**config.mk**
```make
export PLATFORM = sky130hd
export DESIGN_NAME = reorder_buffer
export DESIGN_NICKNAME = d
export VERILOG_FILES = /design/src/rtl/sys_defs.sv /design/src/rtl/reorder_buffer.sv
export SDC_FILE = /design/constraint.sdc
export NUM_CORES = 2
export LEC_CHECK = 0
export ABC_AREA = 1
export CAP_MARGIN = 20
export CORE_MARGIN = 5
export CORE_UTILIZATION = 40
export DETAILED_ROUTE_END_ITERATION = 7
export GPL_TIMING_DRIVEN = 0
export HOLD_SLACK_MARGIN = 0.12
export PLACE_DENSITY_LB_ADDON = 0.05
export SLEW_MARGIN = 5
export SYNTH_ARGS = -nofsm -noshare
export SYNTH_HDL_FRONTEND = slang
export SYNTH_SLANG_ARGS = --single-unit
```
**constraint.sdc**
```tcl
create_clock -name clock -period 28.4 [get_ports clock]
set_input_delay 5.68 -clock clock [delete_from_list [all_inputs] [get_ports clock]]
set_output_delay 5.68 -clock clock [all_outputs]
set_load 0.05 [all_outputs]
```
**src/rtl/sys_defs.sv**
```systemverilog
// -----------------------------------------------------------------------------
// sys_defs
// Shared definitions used by the reorder buffer and the commit stage.
//   ROB_ENTRY : one reorder-buffer slot (valid, ready, value, dest_reg, dest_addr)
//   ZERO_REG  : architectural register that is never written
//   robNewEntry() : builds a freshly dispatched entry from a dispatch request
// -----------------------------------------------------------------------------
package sys_defs;

   localparam int REG_W  = 5;
   localparam int ADDR_W = 32;

   localparam logic [REG_W-1:0] ZERO_REG = '0;

   typedef struct packed {
      logic              valid;
      logic              ready;
      logic [63:0]       value;
      logic [REG_W-1:0]  dest_reg;
      logic [ADDR_W-1:0] dest_addr;
   } ROB_ENTRY;

   // A dispatched instruction only brings its destination; its status and
   // result fields always start out as "allocated, not yet complete".
   function automatic ROB_ENTRY robNewEntry(input ROB_ENTRY req);
      ROB_ENTRY e;
      e       = req;
      e.valid = 1'b1;
      e.ready = 1'b0;
      e.value = '0;
      return e;
   endfunction

endpackage

```
**src/rtl/reorder_buffer.sv**
```systemverilog
// -----------------------------------------------------------------------------
// reorder_buffer
// Circular reorder buffer feeding the commit stage. Allocates one entry per
// cycle at the tail, marks entries complete from the CDB and presents the
// oldest entry for in-order retirement. Flush empties the buffer.
//
// Optional feature macro: ROB_HEAD_BYPASS_EN
//   When defined, a CDB write that targets the valid head entry is forwarded
//   combinationally onto head_entry/head_ready, so it can retire in that cycle.
//
// Ports
//   clock, reset          : rising-edge clock, async active-high reset
//   dispatch_valid/entry  : allocate request and new entry payload
//   dispatch_tag          : tail index handed to the dispatched instruction
//   rob_full/empty/count  : occupancy status (registered)
//   cdb_valid/tag/value   : completion broadcast
//   retire                : commit consumed head_entry this cycle
//   flush                 : discard all entries
//   head_entry/head_ready : oldest entry and its readiness to commit
// -----------------------------------------------------------------------------
module reorder_buffer
   import sys_defs::*;
#(
   parameter int ROB_SIZE = 8,
   parameter int TAG_W    = $clog2(ROB_SIZE)
) (
   input  logic             clock,
   input  logic             reset,
   input  logic             dispatch_valid,
   input  ROB_ENTRY         dispatch_entry,
   output logic [TAG_W-1:0] dispatch_tag,
   output logic             rob_full,
   output logic             rob_empty,
   output logic [TAG_W:0]   rob_count,
   input  logic             cdb_valid,
   input  logic [TAG_W-1:0] cdb_tag,
   input  logic [63:0]      cdb_value,
   input  logic             retire,
   input  logic             flush,
   output ROB_ENTRY         head_entry,
   output logic             head_ready
);

   ROB_ENTRY         entries_q [ROB_SIZE];
   logic [TAG_W-1:0] head_q;
   logic [TAG_W-1:0] tail_q;
   logic [TAG_W:0]   count_q;
   logic [TAG_W:0]   count_d;

   logic     dispatchAccept;
   logic     retireAccept;
   logic     cdbHit;
   ROB_ENTRY headView;

   assign dispatch_tag = tail_q;
   assign rob_count    = count_q;
   assign rob_full     = (count_q == (TAG_W+1)'(ROB_SIZE));
   assign rob_empty    = (count_q == '0);

   // Full is the registered value, so a retire in the same cycle cannot
   // make room for a dispatch.
   assign dispatchAccept = dispatch_valid && !rob_full;
   assign cdbHit         = cdb_valid && entries_q[cdb_tag].valid;
   assign retireAccept   = retire && head_ready;

   // Head read. Retired and flushed slots are cleared, so an empty buffer
   // naturally shows valid = 0 here.
   always_comb begin
      headView = entries_q[head_q];
`ifdef ROB_HEAD_BYPASS_EN
      if (cdb_valid && (cdb_tag == head_q) && entries_q[head_q].valid) begin
         headView.ready = 1'b1;
         headView.value = cdb_value;
      end
`endif
   end

   assign head_entry = headView;
   assign head_ready = headView.valid && headView.ready;

   // Occupancy: a simultaneous dispatch and retire cancel out.
   always_comb begin
      count_d = count_q;
      if (dispatchAccept && !retireAccept) begin
         count_d = count_q + 1'b1;
      end else if (!dispatchAccept && retireAccept) begin
         count_d = count_q - 1'b1;
      end
   end

   // Array, pointers and count. Flush outranks everything else that cycle.
   // Within the normal path the retire clear is written after the CDB write
   // so a completion landing on the retiring head cannot resurrect the slot.
   always_ff @(posedge clock or posedge reset) begin
      if (reset) begin
         for (int i = 0; i < ROB_SIZE; i++) begin
            entries_q[i] <= '0;
         end
         head_q  <= '0;
         tail_q  <= '0;
         count_q <= '0;
      end else if (flush) begin
         for (int i = 0; i < ROB_SIZE; i++) begin
            entries_q[i] <= '0;
         end
         head_q  <= '0;
         tail_q  <= '0;
         count_q <= '0;
      end else begin
         if (cdbHit) begin
            entries_q[cdb_tag].value <= cdb_value;
            entries_q[cdb_tag].ready <= 1'b1;
         end
         if (retireAccept) begin
            entries_q[head_q] <= '0;
            head_q            <= head_q + 1'b1;
         end
         if (dispatchAccept) begin
            entries_q[tail_q] <= robNewEntry(dispatch_entry);
            tail_q            <= tail_q + 1'b1;
         end
         count_q <= count_d;
      end
   end

endmodule

```
==> results.cfg <==
[timing]
tns_ns = 0
finalHoldViolations = 0
fmaxAchievable_ghz = 0.0871
fin_hold_ws_ns = 0.508
worst_slack_ns = 16.93
maxSlewViolCount = 0
worst_pin_slew_ns = 1.39
setup_viol = 0
fin_worst_skew_ns = 0.0330
period_needed_ns = 11.47
rsz0062_at_grt = no
slew_headroom_pct = 7.49
fin_crit_sh_pct = 40.4

[critical_path]
path_max_fanout = 11
crit_chain = inv_2, buf_2, nand2_1, inv_1, clkbuf_1, clkbuf_2, a221oi_1, nand3_1, clkdlybuf4s50_1
start_kind = flip-flop
crit_arrival_ns = 5.79
critPathMaxStageDelay_ns = 0.87
r2r_end = entries_q[127]$_DFF_PP0_
rr_startpoint = rob_count[0]$_DFFE_PP0P_
r2r_slack_ns = 24.69
crit_path_end_kind = primary output
crit_required_ns = 22.72
r2r_cells = 8
cp_slowest_cell = clkbuf_1
path_class = flip-flop to primary output

[final_layout]
fillers = 9203
drive_gt1_share_pct = 8.79
fin_nets = 5018
mostFrequentLayoutCell = dfrtp_1
area_delta_synth_final_pct = 21.1
mostFrequentLayoutCells = dfrtp_1, nand2_1, o21ai_0, nor2_1, inv_1

[grt]
grt_pass1_wl_microns = 283000
grt_overflow_total = 0
grt_antenna_before_repair = 11
grt_pass1_vias = 35500
grt_start_max_net_pins = 39
track_usage_pct = 39.1

[synthesis]
synth_nets = 4649
netlist_instances = 4468
synth-seq-cells = 834
synth_largest_area_cell = dfrtp_1
synth.area.top_cells = dfrtp_1, o21ai_0, nand2_1
ys_types = 36
yosysSeqAreaShare_pct = 54.8
synth.avg_cell_area_sq_um = 8.52
synth_area_sq_um = 38100
yosys.area.top_type_share_pct = 54.8
ys.warnings.count = 0

[worst_hold_path]
worstHoldEndpoint = entries_q[410]$_DFF_PP0_
holdPathStages = 2
hold_start = entries_q[410]$_DFF_PP0_
hold_class = flip-flop to flip-flop

[placed_design]
portBuffers = 222
dp_hpwl_microns = 139000
routabilityCongestion = 0.966
dp_slack_ns = 17.97

[routing]
drcViolationCount = 0
firstDrtPassIters = 7
wl_per_cell_microns = 33.3
postRouteWirelength_microns = 206000
vias_per_cell = 6.25
dr.first_iter.drc_count = 6725
detail-route-antenna-nets = 0
num_vias = 38700

[cts]
clock-sinks = 834
clk_latency_ns = 0.70
cts_tree = yes
cts_max_level = 3
post_cts_buffers = 0
clockBufferDepth = 3
numCtsBuffers = 95
cts_hold_buf = 0
clkSlewWorstSetupHoldPaths_ns = 0.06
cts_root_buf = clkbuf_16
cts_resized = 0

[status]
status = finished, final reports clean

[run]
drv_cap = 0

[die]
die-area_sq_um = 101000
die_x_microns = 319
die_h_microns = 319
ios = 289
core_area_sq_um = 94700
start_util_pct = 40.2
num_rows = 113

[power_and_ir_drop]
power.leakage_uw = 0.0201
power_density_nw_per_um2 = 61.6
ir_drop_mv = 0.0472
==> per-layer routing <==
metal  part of all wire [%]  global-route usage (%)  vias to the layer above
met4                    5.5                    17.5                       10
met2                     40                    54.0                     2881
met5                  0.083                       0                        -
li1                       -                       -                    15800
met3                     14                    14.8                      599
met1                     40                    54.7                    19400
==> state kept, by name, summed over array words and instances (netlist names) <==
signal        flops
entries_q       824
head_q            3
dispatch_tag      3
rob_count         4
==> worst max-delay path: cells and delay by family (launching register included) <==
kind                   cells  cell delay, ns
buffers and inverters      6            3.21
AND/OR/NAND/NOR            2            1.02
flip-flops                 1            0.46
AO/OA/AOI/OAI              1            0.38
==> stage by stage <==
step | cells | utilization, % | cell area [sq um] | total power (uW)
3_3_place_gp | 5955 | 44.2 | 41900 | 1550
3_5_place_dp | 6005 | 45.2 | 42900 | 1550
4_1_cts | 6182 | 48.7 | 46100 | 2820
6_report | 6193 | 48.7 | 46100 | 2840
5_1_grt | 6184 | 48.7 | 46100 | 2900
2_1_floorplan | 4468 | - | 38100 | 1410
==> cells by family (layout without fill, tap and decap cells) <==
logic type	count (synthesis)	in the layout	synth area share (%)
buf+inv	727	1176	7.87
other cells	0	11	0
mux	19	19	0.499
simple gates	1629	1629	17.1
fa+ha+maj	5	5	0.184
xor+xnor	1	1	0.0230
compound gates	1253	1253	19.6
flops	834	834	54.8
==> Yosys cell counts <==
library cell,instances
dfrtp_1,834
o21ai_1,47
clkinv_1,5
inv_2,16
inv_1,365
nand3_2,2
a221oi_1,105
a22o_1,16
xnor2_1,1
o2bb2ai_1,19
fa_1,1
buf_1,24
nor2_1,573
nor2_2,4
nand4_1,47
ha_1,4
o2111ai_1,35
clkbuf_2,3
nand3_1,161
a21oi_1,60
mux2i_1,19
clkbuf_1,170
buf_6,6
nor2_4,4
o22ai_1,223
o21ai_0,650
a31oi_1,1
o21a_1,1
nor4_1,1
nor3_1,2
buf_4,19
nand2_2,3
nand2_1,832
a211oi_1,1
buf_2,119
a22oi_1,95
==> report_power, final <==
part	switching, uW	internal [uW]	total, uW
registers	16.7	1210	1230
clock network	546	756	1300
logic	233	78.5	311
total	796	2050	2840
==> worst max-delay path by stage <==
stage | from | to | slack [ns] | cells after the start
final | head_q[0]$_DFFE_PP0P_ | head_entry[66] | 16.93 | 9
after global placement | reset | entries_q[267]$_DFF_PP0_ | 4.93 | 2
after CTS | head_q[0]$_DFFE_PP0P_ | head_entry[66] | 17.23 | 9
after detailed placement | head_q[0]$_DFFE_PP0P_ | head_entry[66] | 17.97 | 9
after floorplan | reset | dispatch_tag[0]$_DFFE_PP0P_ | 11.26 | 1
after global routing | head_q[0]$_DFFE_PP0P_ | head_entry[66] | 17.11 | 9
==> layout make-up <==
type                       count  area [sq um]  area share, %
multi-input combinational   2907         14200           30.8
clock buffer                 155          3040           6.59
antenna                       11          27.5         0.0597
timing repair buffer         272          3120           6.76
inverter                     386          1450           3.15
sequential                   834         20900           45.2
tap                         1265          1580           3.43
clock inverter                22           205          0.445
buffer                       341          1610           3.49
Note: power is estimated with default switching activity, not from simulation.
